===== src/rtl/huff_encoder.sv =====
// Table-driven Huffman encoder: looks up per-symbol length/code in shared memory
// and packs code bits MSB-first into bytes with a valid/ready output stream.
module huff_encoder (
  input  logic        clk,
  input  logic        n_rst,
  input  logic        enc_start,
  output logic        busy,
  output logic        enc_done,
  output logic        err,
  input  logic        sym_valid,
  input  logic [6:0]  sym_data,
  input  logic        sym_last,
  output logic        sym_ready,
  output logic [15:0] mem_addr,
  output logic        mem_R,
  input  logic [7:0]  mem_data_R,
  output logic        out_valid,
  output logic [7:0]  out_data,
  input  logic        out_ready,
  output logic [15:0] bit_total
);

  typedef enum logic [3:0] {
    IDLE, ACCEPT, RD_LEN, WAIT_LEN, RD_CODE, WAIT_CODE,
    SHIFT, EMIT, FLUSH, FLUSH_EMIT, DONE
  } state_t;

  state_t      state;
  logic [6:0]  sym;
  logic        last;
  logic [3:0]  len;
  logic [7:0]  code;
  logic [3:0]  remaining;
  logic [7:0]  acc;
  logic [3:0]  fill;

  always_ff @(posedge clk or negedge n_rst) begin
    if (!n_rst) begin
      state     <= IDLE;
      sym       <= '0;
      last      <= 1'b0;
      len       <= '0;
      code      <= '0;
      remaining <= '0;
      acc       <= '0;
      fill      <= '0;
      err       <= 1'b0;
      bit_total <= '0;
    end else begin
      case (state)
        IDLE: if (enc_start) begin
          state     <= ACCEPT;
          bit_total <= '0;
          acc       <= '0;
          fill      <= '0;
          err       <= 1'b0;
        end
        ACCEPT: if (sym_valid) begin
          sym   <= sym_data;
          last  <= sym_last;
          state <= RD_LEN;
        end
        RD_LEN: state <= WAIT_LEN;
        WAIT_LEN: begin
          len <= mem_data_R[3:0];
          if (mem_data_R >= 8'd1 && mem_data_R <= 8'd8) begin
            state <= RD_CODE;
          end else begin
            err   <= 1'b1;
            state <= last ? FLUSH : ACCEPT;
          end
        end
        RD_CODE: state <= WAIT_CODE;
        WAIT_CODE: begin
          code      <= mem_data_R;
          remaining <= len;
          state     <= SHIFT;
        end
        SHIFT: begin
          acc       <= {acc[6:0], code[7]};
          code      <= {code[6:0], 1'b0};
          fill      <= fill + 4'd1;
          remaining <= remaining - 4'd1;
          bit_total <= bit_total + 16'd1;
          // Decide on the post-shift values: a full byte wins over end-of-code.
          if (fill + 4'd1 == 4'd8)
            state <= EMIT;
          else if (remaining - 4'd1 == 4'd0)
            state <= last ? FLUSH : ACCEPT;
        end
        EMIT: if (out_ready) begin
          fill <= '0;
          if (remaining != 4'd0)
            state <= SHIFT;
          else
            state <= last ? FLUSH : ACCEPT;
        end
        FLUSH: begin
          if (fill != 4'd0) begin
            acc   <= acc << (4'd8 - fill);
            state <= FLUSH_EMIT;
          end else begin
            state <= DONE;
          end
        end
        FLUSH_EMIT: if (out_ready) begin
          fill  <= '0;
          state <= DONE;
        end
        DONE: state <= IDLE;
        default: state <= IDLE;
      endcase
    end
  end

  always_comb begin
    busy      = (state != IDLE);
    sym_ready = (state == ACCEPT);
    enc_done  = (state == DONE);
    out_valid = (state == EMIT) || (state == FLUSH_EMIT);
    out_data  = out_valid ? acc : '0;
    mem_R     = 1'b0;
    mem_addr  = '0;
    case (state)
      RD_LEN, WAIT_LEN: begin
        mem_R    = 1'b1;
        mem_addr = {9'd0, sym};
      end
      RD_CODE, WAIT_CODE: begin
        mem_R    = 1'b1;
        mem_addr = {8'd0, 1'b1, sym};
      end
      default: ;
    endcase
  end

endmodule


===== config.mk =====
export PLATFORM = sky130hd
export DESIGN_NAME = huff_encoder
export DESIGN_NICKNAME = d
export VERILOG_FILES = /design/src/rtl/huff_encoder.sv
export SDC_FILE = /design/constraint.sdc
export NUM_CORES = 1
export LEC_CHECK = 0
export CORE_MARGIN = 1.5
export CORE_UTILIZATION = 46
export DETAILED_ROUTE_END_ITERATION = 10
export GPL_TIMING_DRIVEN = 0
export PLACE_DENSITY = 0.78
export REMOVE_ABC_BUFFERS = 1
export SYNTH_ARGS = -nofsm -noshare
export SYNTH_HDL_FRONTEND = slang
export SYNTH_SLANG_ARGS = --single-unit

===== constraint.sdc =====
create_clock -name clk -period 3.1 [get_ports clk]
set_clock_uncertainty 0.05 [all_clocks]
set_input_delay 0.93 -clock clk [delete_from_list [all_inputs] [get_ports clk]]
set_output_delay 0.93 -clock clk [all_outputs]
set_load 0.05 [all_outputs]

== Word-level counts from Yosys, hierarchy flattened ==
Index checks and enable logic that the tools add are counted.

* Output and inout bits: 46
* Latch bits: 0
* Memory bits (read-only): 0
* Memories kept: 0
* Memory bits (writable): 0
* Register bits: 57
* Input port bits: 21

* Bitwise logic cells: 0
* Shifts and indexed selects: 1
* Reduce and logical (&&, ||, !) cells: 22
* Mux-type cells: 27
* Divide/modulo/power cells: 0
* Multiply operators: 0
* Add/subtract/negate cells: 4
* Equality and inequality tests: 19
* Magnitude comparators: 2

{| class="wikitable"
|+ Operators by type and width
! operator !! count
|-
| $mux 4 || 11
|-
| $pmux 4 s10 || 1
|-
| $pmux 16 s2 || 1
|-
| $pmux 8 s2 || 2
|-
| $mux 8 || 3
|-
| $pmux 8 s3 || 1
|-
| $add 16x1->16 const B || 1
|-
| $eq 4x3->1 const B || 4
|-
| $eq 4x4->1 const B || 4
|-
| $mux 16 || 1
|-
| $ne 2x2->1 const B || 6
|-
| $pmux 4 s3 || 1
|-
| $reduce_bool 4->1 || 3
|-
| $reduce_and 3->1 || 3
|-
| $eq 4x2->1 const B || 2
|-
| $ge 8x1->1 const B || 1
|-
| $le 8x4->1 const B || 1
|-
| $logic_not 4->1 || 2
|-
| $pmux 4 s2 || 1
|-
| $shl 8x4->8 || 1
|-
| $reduce_bool 2->1 || 3
|-
| $reduce_bool 3->1 || 2
|-
| $reduce_or 2->1 || 3
|-
| $reduce_and 5->1 || 1
|-
| other kinds (13) || 16
|}

== Depth between registers and ports, before layout ==
Gate-level depths: netlist (run 1).

* Depth in word-level cells: 5
* Mapped depth: 9

== Worst setup path before layout (run 1) ==
OpenSTA, ideal clock, no wires.

* Path type: reg2out
* From: register state[1]
* To: output mem_addr[0]
* Path slack: -58 ps
* Arrival: 2178 ps
* Path buffers: 2
* Cell stages (with the launch flop): 6
* Cell sequence: dfrtp_1 buf_2 buf_2 xnor2_1 nor2_1 and2_1

* Longest elaborated chain between the ends: 3
* Elaborated cells between the ends (all ways): 7
* Those cells by class: 4 x eq/ne; 1 x mux; 2 x reduce/logical

{| class="wikitable"
|+ RTL lines
! what !! RTL line !! source
|-
| from (decl) || 28 || <nowiki>state_t state;</nowiki>
|-
| from (signal assigned) || 70 || <nowiki>state <= last ? FLUSH : ACCEPT;</nowiki>
|-
| from (signal assigned) || 89 || <nowiki>state <= last ? FLUSH : ACCEPT;</nowiki>
|-
| from (signal assigned) || 96 || <nowiki>state <= last ? FLUSH : ACCEPT;</nowiki>
|-
| $eq 4x3->1 / $eq 4x2->1 (equally long branches) || 124 || <nowiki>case (state)</nowiki>
|-
| $reduce_or 2->1 || 124 ||
|-
| $pmux 8 s2 (*) || 124 ||
|-
| to (decl) || 14 || <nowiki>output logic [15:0] mem_addr,</nowiki>
|}

Every way passes the cells marked *; elsewhere a longest branch is shown, timed or not.

== Worst setup path after layout (run 1) ==
* From: register state[3]
* To: output mem_addr[7]

The elaborated chain is that of the path after synthesis.

==> results.py, run 1 <==
metrics = {
    "global_routing": {
        "antenna_found_initial": 0,
        "grt_usage_pct": 19.82,
        "grt_max_degree": 40,
        "grt_pass1_wl_mm": 13.28,
        "overflow": 0,
        "grt_pass1_vias": 2848,
    },
    "synthesis": {
        "async_flop_share_pct": 100.0,
        "synth.area.top_cells": "dfrtp_1 (40%), mux2_2 (5.7%), mux2i_1 (5.1%), nand2_1 (4.1%), o21ai_0 (4.1%)",
        "synth_top_family_by_area": "simple AND/OR/NAND/NOR gates",
        "synth_warnings": 0,
        "yosysUniqueCellTypes": 64,
        "synth-compound-area-share_pct": 18.14,
        "synth_xor_xnor_area_share_pct": 1.230,
        "synth-seq-cells": 57,
        "netlist_instances": 377,
        "yosysSeqAreaShare_pct": 40.07,
        "synthMuxAreaShare_pct": 10.76,
        "synth_edf_count": 0,
        "syn_area_um2": 3560,
        "synth_fa_ha_area_share_pct": 2.109,
        "netlist.area_leader.share_pct": 40.07,
        "synth_ff_type": "dfrtp_1",
        "synth_simple_gate_area_share_pct": 21.37,
        "synth_area_leader_cell": "dfrtp_1",
        "synth_area_per_cell_um2": 9.442,
    },
    "cells_and_area": {
        "fin_nets": 453,
        "antenna_cells": 0,
        "post-route-util_pct": 58.30,
        "final_common_cell": "dfrtp_1",
        "syn_to_final_growth_pct": 20.70,
        "layout_common_cells": "dfrtp_1 (53), nand2_1 (39), clkdlybuf4s50_1 (37)",
        "drive_gt1_share_pct": 16.71,
        "stdcell_count": 530,
    },
    "critical_path": {
        "crit_end": "mem_addr[7]",
        "r2r-end": "acc[6]$_DFFE_PN0P_",
        "crit_type": "reg2out",
        "startpoint": "state[3]$_DFFE_PN0P_",
        "critPathLaunchType": "flop",
        "arrival_ns": 2.02,
        "crit_fanout": 19,
        "r2r_start": "fill[0]$_DFFE_PN0P_",
        "ff2ff_setup_slack_ns": 0.25,
        "r2r_cells": 7,
        "end_kind": "primary output",
        "required_ns": 2.12,
    },
    "placed_design": {
        "portBuffers": 58,
        "place_congestion": 0.8864,
        "placedCellCount": 514,
        "dp_hpwl_mm": 5.464,
    },
    "clock_network": {
        "cts.path.max_buffers": 2,
        "cts_root_buf": "clkbuf_8",
        "cts_tree": "yes",
        "htreeDepth": 3,
        "ctsHoldBuffers": 0,
        "clock_sinks": 57,
        "clkTransAtPathRegs_ns": 0.06,
        "insertion_delay_ns": 0.33,
        "cts_buffers": 9,
        "cts_setup_buffers": 0,
    },
    "floorplan": {
        "core_area_um2": 7370,
        "die_area_um2": 8276,
        "io_pins": 67,
        "start_util_pct": 48.30,
        "die_h_um": 90.97,
        "rows": 31,
        "die_w_um": 90.97,
    },
    "drt": {
        "vias": 2990,
        "drt_iter0_drc": 354,
        "post_drt_wl_per_cell_um": 14.68,
        "first_pass_iters": 4,
        "vias_per_cell": 5.642,
        "wl_mm": 7.778,
        "drc": 0,
        "ant_nets": 0,
    },
    "power_and_ir_drop": {
        "p_per_area_nw_per_um2": 935.1,
        "power_leakage_nw": 1.781,
        "peakVddDrop_mv": 0.4221,
    },
    "timing": {
        "hold_violations": 0,
        "period_minus_slack_ns": 3.000,
        "period_share_pct": 96.78,
        "fmax_mhz": 333.3,
        "rsz0062_at_grt": "false",
        "max_slew_margin_pct": 41.82,
        "finalSetupViolCount": 0,
        "maxSlewViolCount": 0,
        "tightest_slew_ns": 0.8677,
    },
    "min_path": {
        "hold_depth": 1,
        "hp-class": "reg2reg",
    },
    "status": {
        "status": "completed",
    },
    "run": {
        "drv_cap": 0,
    },
}
-- Yosys cell counts, drive strengths merged, types with 2 or more instances --
master,number
and3,2
nor2,33
nand3,10
or4,3
buf,23
inv,12
nor3,9
a21oi,10
nand2,39
or3,3
ha,6
mux2,18
and3b,3
a22o,4
o31ai,7
dfrtp,57
o211a,2
a221o,2
o221a,2
o41ai,2
xor2,3
o21a,3
nand2b,5
nor4,3
nand4,3
a22oi,4
o21bai,2
o211ai,6
a31oi,4
a32oi,3
nor3b,2
xnor2,2
mux2i,18
clkbuf,5
and2,18
o21ai,32
-- registers in the layout, summed over array words and instances, names as in the netlist --
register   count
err            1
len            4
bit_total     16
fill           4
last           1
code           8
remaining      4
state          4
acc            8
sym            7
-- worst min path at each step --
stage	from	to	slack (ns)
global route	err$_DFFE_PN0P_	err$_DFFE_PN0P_	0.46
detailed placement	err$_DFFE_PN0P_	err$_DFFE_PN0P_	0.42
finish	bit_total[15]$_DFFE_PN0P_	bit_total[15]$_DFFE_PN0P_	0.43
floorplan	len[3]$_DFFE_PN0P_	remaining[3]$_DFFE_PN0P_	0.40
global placement	code[6]$_DFFE_PN0P_	code[7]$_DFFE_PN0P_	0.41
CTS	bit_total[15]$_DFFE_PN0P_	bit_total[15]$_DFFE_PN0P_	0.43
-- final cells by class --
type / instances / area (um2)
clock buffer: 14 / 162.7
inverter: 13 / 48.80
multi-input combinational: 286 / 1942
fill: 649 / 3073
clock inverter: 2 / 60.06
tap: 99 / 123.9
sequential: 57 / 1434
timing repair buffer: 59 / 525.5
-- stage by stage --
stage	hold slack, ns	instance area, um2	power, W	TNS, ns	worst slack [ns]
2_1_floorplan	0.3957	3413	0.002742	-0.2257	-0.03224
3_5_place_dp	0.4198	4133	0.003298	-5.010	-0.3709
6_report	0.4283	4297	0.004018	0	0.09996
4_1_cts	0.4348	4363	0.004046	0	0.002693
5_1_grt	0.4627	4297	0.004295	0	0.01071
3_3_place_gp	0.4084	4118	0.003238	-47.84	-0.7713
-- power by group --
part | internal, W | total (W) | switching, W
Combinational | 0.000753 | 0.00189 | 0.00114
Sequential | 0.00101 | 0.00134 | 0.000334
Clock | 0.000498 | 0.000787 | 0.000289
-- kinds of logic (layout without fill, tap and decap cells) --
group           Yosys count  in the layout
compound gates           91             91
xor+xnor                  5              5
fa+ha+maj                 6              6
buf+inv                  41             88
flops                    57             57
mux                      36             36
other cells               1              8
simple gates            140            140
-- worst max-delay path, cell delays in order, from the launching register on --
cell             delay (ns)
dfrtp_2                0.54
nand2b_1               0.23
nor2_1                 0.10
clkdlybuf4s50_1        0.81
-- layer usage --
| metal | vias up | share of wire [%] | global-route usage (%) |
|---|---|---|---|
| met2 | 81 | 48 | 32.09 |
| met4 | 0 | 1.9 | 7.161 |
| met3 | 12 | 5.2 | 5.360 |
| met1 | 1452 | 45 | 25.35 |
| met5 | - | 0 | 0 |
| li1 | 1445 | - | - |
-- what timing repair did --
action,CTS,global route
endpoints found under the hold margin,0,0
setup endpoints to repair,29,18
resized for setup,42,37
Note: power is estimated with default switching activity, not from simulation.
==> run 2, diff against run 1 <==
Settings changed: SKIP_CTS_REPAIR_TIMING set to 1, TNS_END_PERCENT set to 20.
==> run 2 against run 1 <==
  * Clock-buffer cell count unchanged
  * First-iteration DRC count is 8.8% lower
  * Highest routed layer unchanged
  * Final cell count unchanged
  * Sequential cell count is the same
  * Fmax is 0.60% lower
  * Clock power barely moved
  * Die area is the same
  * Register-to-register slack barely moved
  * Wire length rose by 0.44%
  * Via count hardly changed
==> results.py, run 2 (synthesis results as in run 1) <==
metrics = {
    "timing": {
        "finalSetupViolCount": 0,
        "fmax_mhz": 331.3,
        "max_slew_margin_pct": 41.12,
        "period_minus_slack_ns": 3.018,
        "period_share_pct": 97.36,
        "maxSlewViolCount": 0,
        "rsz0062_at_grt": "false",
        "fin_ws_ns": 0.08178,
        "hold_violations": 0,
        "tightest_slew_ns": 0.8781,
    },
    "global_routing": {
        "overflow": 0,
        "antenna_found_initial": 0,
        "grt_max_degree": 40,
        "grt_pass1_wl_mm": 13.29,
        "grt_usage_pct": 19.86,
        "grt_pass1_vias": 2850,
    },
    "critical_path": {
        "required_ns": 2.12,
        "startpoint": "state[2]$_DFFE_PN0P_",
        "crit_fanout": 20,
        "r2r_start": "fill[0]$_DFFE_PN0P_",
        "r2r-end": "acc[6]$_DFFE_PN0P_",
        "ff2ff_setup_slack_ns": 0.25,
        "r2r_cells": 7,
        "arrival_ns": 2.04,
        "crit_type": "reg2out",
        "critPathLaunchType": "flop",
        "end_kind": "primary output",
    },
    "power_and_ir_drop": {
        "peakVddDrop_mv": 0.4725,
        "p_total_w": 0.004074,
        "power_leakage_nw": 1.897,
        "p_per_area_nw_per_um2": 936.7,
    },
    "clock_network": {
        "htreeDepth": 3,
        "cts_root_buf": "clkbuf_8",
        "cts_tree": "yes",
        "cts.path.max_buffers": 2,
        "cts_buffers": 9,
        "clkTransAtPathRegs_ns": 0.06,
        "clock_sinks": 57,
        "insertion_delay_ns": 0.34,
    },
    "cells_and_area": {
        "fin_nets": 453,
        "layout_common_cells": "dfrtp_1 (53), nand2_1 (39), clkdlybuf4s50_1 (37)",
        "final_common_cell": "dfrtp_1",
        "nFillCells": 640,
        "syn_to_final_growth_pct": 22.18,
        "antenna_cells": 0,
        "largestRegisters": "bit_total x16, acc x8, code x8",
        "drive_gt1_share_pct": 15.08,
        "largest_reg_flops": 16,
        "top_register": "bit_total",
    },
    "placed_design": {
        "place_ws_ns": -0.3709,
        "portBuffers": 58,
        "place_congestion": 0.8864,
        "dp_hpwl_mm": 5.464,
    },
    "drt": {
        "wl_mm": 7.812,
        "vias_per_cell": 5.645,
        "drc": 0,
        "drt_iter0_drc": 323,
        "first_pass_iters": 5,
        "vias": 2992,
        "ant_nets": 0,
        "post_drt_wl_per_cell_um": 14.74,
    },
    "status": {
        "status": "completed",
    },
    "floorplan": {
        "io_pins": 67,
        "start_util_pct": 48.30,
        "die_area_um2": 8276,
        "die_w_um": 90.97,
        "rows": 31,
        "die_h_um": 90.97,
        "core_area_um2": 7370,
    },
    "run": {
        "drv_cap": 0,
    },
    "min_path": {
        "min_to": "bit_total[15]$_DFFE_PN0P_",
        "hp-start": "bit_total[15]$_DFFE_PN0P_",
        "hold_depth": 1,
        "hp-class": "reg2reg",
    },
}
==> run 2: changes by cell type in the layout (fill, tap and decap cells not counted) <==
cell            before  now
buf_2                6    4
clkbuf_2             8    6
clkbuf_4             3    0
dlygate4sd2_1        2    0
dlymetal6s2s_1       2   11
==> run 2: power breakdown <==
group / leakage [nW] / switching [W] / internal (W)
clock network: 0.111 / 0.000287 / 0.000498
registers: 0.706 / 0.000335 / 0.00101
logic: 1.08 / 0.00114 / 0.000809
total: 1.90 / 0.00176 / 0.00231
==> run 2: critical path: stages, from the launching register on <==
cell            delay, ns
dfrtp_4              0.59
xnor2_1              0.16
nor2_1               0.31
and2_1               0.19
dlymetal6s2s_1       0.44
==> run 2: worst max-delay path by stage <==
stage                                     to  slack, ns  cells after the start
after floorplan                  mem_addr[0]      -0.03                      3
after CTS                        out_data[6]      -0.75                      5
after global routing             mem_addr[5]      0.003                      4
final                            mem_addr[5]       0.08                      4
after detailed placement         out_data[6]      -0.37                      5
after global placement    sym[0]$_DFFE_PN0P_      -0.77                      1
==> run 2: area by class of cell <==
cell class                 instances  area, um2  share of cell area, %
clock buffer                      14      162.7                  3.740
clock inverter                     2      60.06                  1.381
inverter                          13      48.80                  1.122
multi-input combinational        286       1942                  44.65
sequential                        57       1434                  32.97
tap                               99      123.9                  2.848
timing repair buffer              59      578.1                  13.29
==> run 2: stage by stage <==
| stage | cells | util (%) | setup TNS [ns] | instance area [um2] | hold WS, ns |
|---|---|---|---|---|---|
| floorplan | 356 | - | -0.2257 | 3413 | 0.3957 |
| global placement | 513 | 55.87 | -47.84 | 4118 | 0.4084 |
| detailed placement | 514 | 56.08 | -5.010 | 4133 | 0.4198 |
| CTS | 530 | 59.10 | -12.16 | 4355 | 0.4348 |
| global route | 530 | 59.02 | 0 | 4349 | 0.4627 |
| finish | 530 | 59.02 | 0 | 4349 | 0.4265 |
==> run 2: layer usage <==
layer	GRT usage, %	vias to the layer above	share of wire [%]
li1	-	1443	-
met1	25.29	1464	46
met2	32.28	74	48
met3	5.360	11	4.6
met4	7.161	0	1.8
met5	0	-	0
==> run 3, diff against run 2 <==
Settings changed: SKIP_LAST_GASP set to 1, SLEW_MARGIN set to 20.
==> run 3 against run 2 <==
  * The run now ends with negative setup slack left
  * Wire length shrank 0.50%
  * Power shrank 0.47%
  * Global-route usage shrank 0.17 points
  * Utilization grew 0.12 points
  * Final cell count shrank 0.19%
  * First-iteration DRC count shrank 27%
  * Register-to-register slack lost 0.05 ns
  * Worst hold slack lost 0.0011 ns
  * Critical path depth is the same
  * Critical path type unchanged
  * Largest cell class unchanged
  * Highest routed layer unchanged
==> results.py, run 3 (synthesis results as in run 1) <==
metrics = {
    "status": {
        "status": "finished with violations",
        "violations": "negative setup slack",
    },
    "drt": {
        "drt_iter0_drc": 237,
        "vias": 2965,
        "drc": 0,
        "wl_mm": 7.773,
        "first_pass_iters": 4,
        "vias_per_cell": 5.605,
        "ant_nets": 0,
        "post_drt_wl_per_cell_um": 14.69,
    },
    "global_routing": {
        "overflow": 0,
        "grt_use_met1_pct": 24.81,
        "antenna_found_initial": 0,
        "use_met2_pct": 32.09,
        "use_met3_pct": 5.946,
        "grt_busiest_layer": "met2",
        "grt_pass1_vias": 2807,
        "grt_max_degree": 58,
        "grt_usage_pct": 19.68,
        "grt_pass1_wl_mm": 13.15,
    },
    "timing": {
        "max_slew_margin_pct": 38.63,
        "fin_ws_ns": -0.2758,
        "tightest_slew_ns": 0.9153,
        "holdWs_ns": 0.4254,
        "fmax_mhz": 296.2,
        "hold_violations": 0,
        "maxSlewViolCount": 0,
        "period_minus_slack_ns": 3.376,
        "rsz0062_at_grt": "true",
        "finalSetupViolCount": 14,
        "period_share_pct": 108.9,
    },
    "clock_network": {
        "cts_root_buf": "clkbuf_8",
        "htreeDepth": 3,
        "clock_sinks": 57,
        "cts.path.max_buffers": 2,
        "cts_buffers": 9,
        "cts_tree": "yes",
        "clkTransAtPathRegs_ns": 0.07,
        "insertion_delay_ns": 0.34,
    },
    "critical_path": {
        "arrival_ns": 2.40,
        "critPathLaunchType": "flop",
        "crit_fanout": 20,
        "r2r_cells": 5,
        "slowest_delay_ns": 0.80,
        "cp_cell_sequence": "xnor2_1, nor2_1, and2_1, clkdlybuf4s50_1",
        "cp_slowest_cell": "clkdlybuf4s50_1",
        "required_ns": 2.12,
        "crit_type": "reg2out",
        "end_kind": "primary output",
    },
    "floorplan": {
        "io_pins": 67,
        "die_area_um2": 8276,
        "core_area_um2": 7370,
        "rows": 31,
        "start_util_pct": 48.30,
        "die_h_um": 90.97,
        "die_w_um": 90.97,
    },
    "cells_and_area": {
        "drive_gt1_share_pct": 13.72,
        "largestRegisters": "bit_total x16, acc x8, code x8",
        "largest_reg_flops": 16,
        "syn_to_final_growth_pct": 22.43,
        "fin_nets": 453,
        "layout_common_cells": "dfrtp_1 (54), clkdlybuf4s50_1 (47), nand2_1 (39)",
        "final_common_cell": "dfrtp_1",
        "top_register": "bit_total",
        "antenna_cells": 0,
        "nFillCells": 645,
    },
    "power_and_ir_drop": {
        "power_leakage_nw": 1.847,
        "p_total_w": 0.004055,
        "switching_share_pct": 43.33,
        "seqPwrFrac_pct": 33.0,
        "peakVddDrop_mv": 0.4617,
        "p_clk_share_pct": 18.8,
        "p_per_area_nw_per_um2": 930.4,
        "netSwitchingPower_w": 0.001757,
        "comb_power_share_pct": 48.2,
        "internal_power_w": 0.002298,
    },
    "placed_design": {
        "place_congestion": 0.8864,
        "portBuffers": 58,
        "dp_hpwl_mm": 5.401,
    },
    "run": {
        "drv_cap": 0,
    },
    "min_path": {
        "hp-class": "reg2reg",
        "hold_depth": 1,
    },
}
==> run 3: cell type report <==
type                    count  area (um2)  share of cell area (%)
repair buffers             59       600.6                   13.78
clock inverters             3       65.06                   1.493
flip-flops and latches     57        1433                   32.87
inverters                  13       48.80                   1.120
multi-input cells         286        1942                   44.56
clock buffers              12       145.1                   3.330
well taps                  99       123.9                   2.842
==> run 3: power by group through the flow <==
stage                     logic, W  registers (W)  clock network [W]
after floorplan            0.00142        0.00132                  0
after detailed placement   0.00196        0.00134                  0
final                      0.00196        0.00134           0.000762
after global placement     0.00191        0.00132                  0
after CTS                  0.00197        0.00133           0.000772
after global routing       0.00214        0.00139           0.000808
==> run 3: routing by layer <==
layer / wire (um) / share of wire (%)
met5: 0 / 0
met4: 86 / 1.1
met3: 482 / 6.2
met2: 3869 / 50
met1: 3334 / 43
==> run 3: stage by stage <==
step | instance area [um2] | TNS (ns) | std cells | util [%] | worst slack, ns
after CTS | 4353 | -10.71 | 529 | 59.07 | -0.7407
after floorplan | 3413 | -0.2257 | 356 | - | -0.03224
after global routing | 4358 | -3.775 | 529 | 59.13 | -0.3844
after global placement | 4118 | -47.84 | 513 | 55.87 | -0.7713
after detailed placement | 4143 | -3.849 | 514 | 56.21 | -0.3746
final | 4358 | -2.121 | 529 | 59.13 | -0.2758
==> run 3: final timing paths <==
check	startpoint	endpoint	slack, ns
max in group asynchronous	n_rst	state[2]$_DFFE_PN0P_	2.21
hold reg to reg	bit_total[15]$_DFFE_PN0P_	bit_total[15]$_DFFE_PN0P_	0.43
setup reg to reg	state[0]$_DFFE_PN0P_	acc[0]$_DFFE_PN0P_	0.20
min in group asynchronous	n_rst	bit_total[13]$_DFFE_PN0P_	0.52
setup / recovery	state[2]$_DFFE_PN0P_	mem_addr[6]	-0.28
hold / removal	bit_total[15]$_DFFE_PN0P_	bit_total[15]$_DFFE_PN0P_	0.43
==> run 3: worst max-delay path: cells and delay by family, from the launching register on <==
kind | cells | cell delay (ns)
XOR/XNOR | 1 | 0.16
buffers and inverters | 1 | 0.80
flip-flops | 1 | 0.59
AND/OR/NAND/NOR | 2 | 0.50
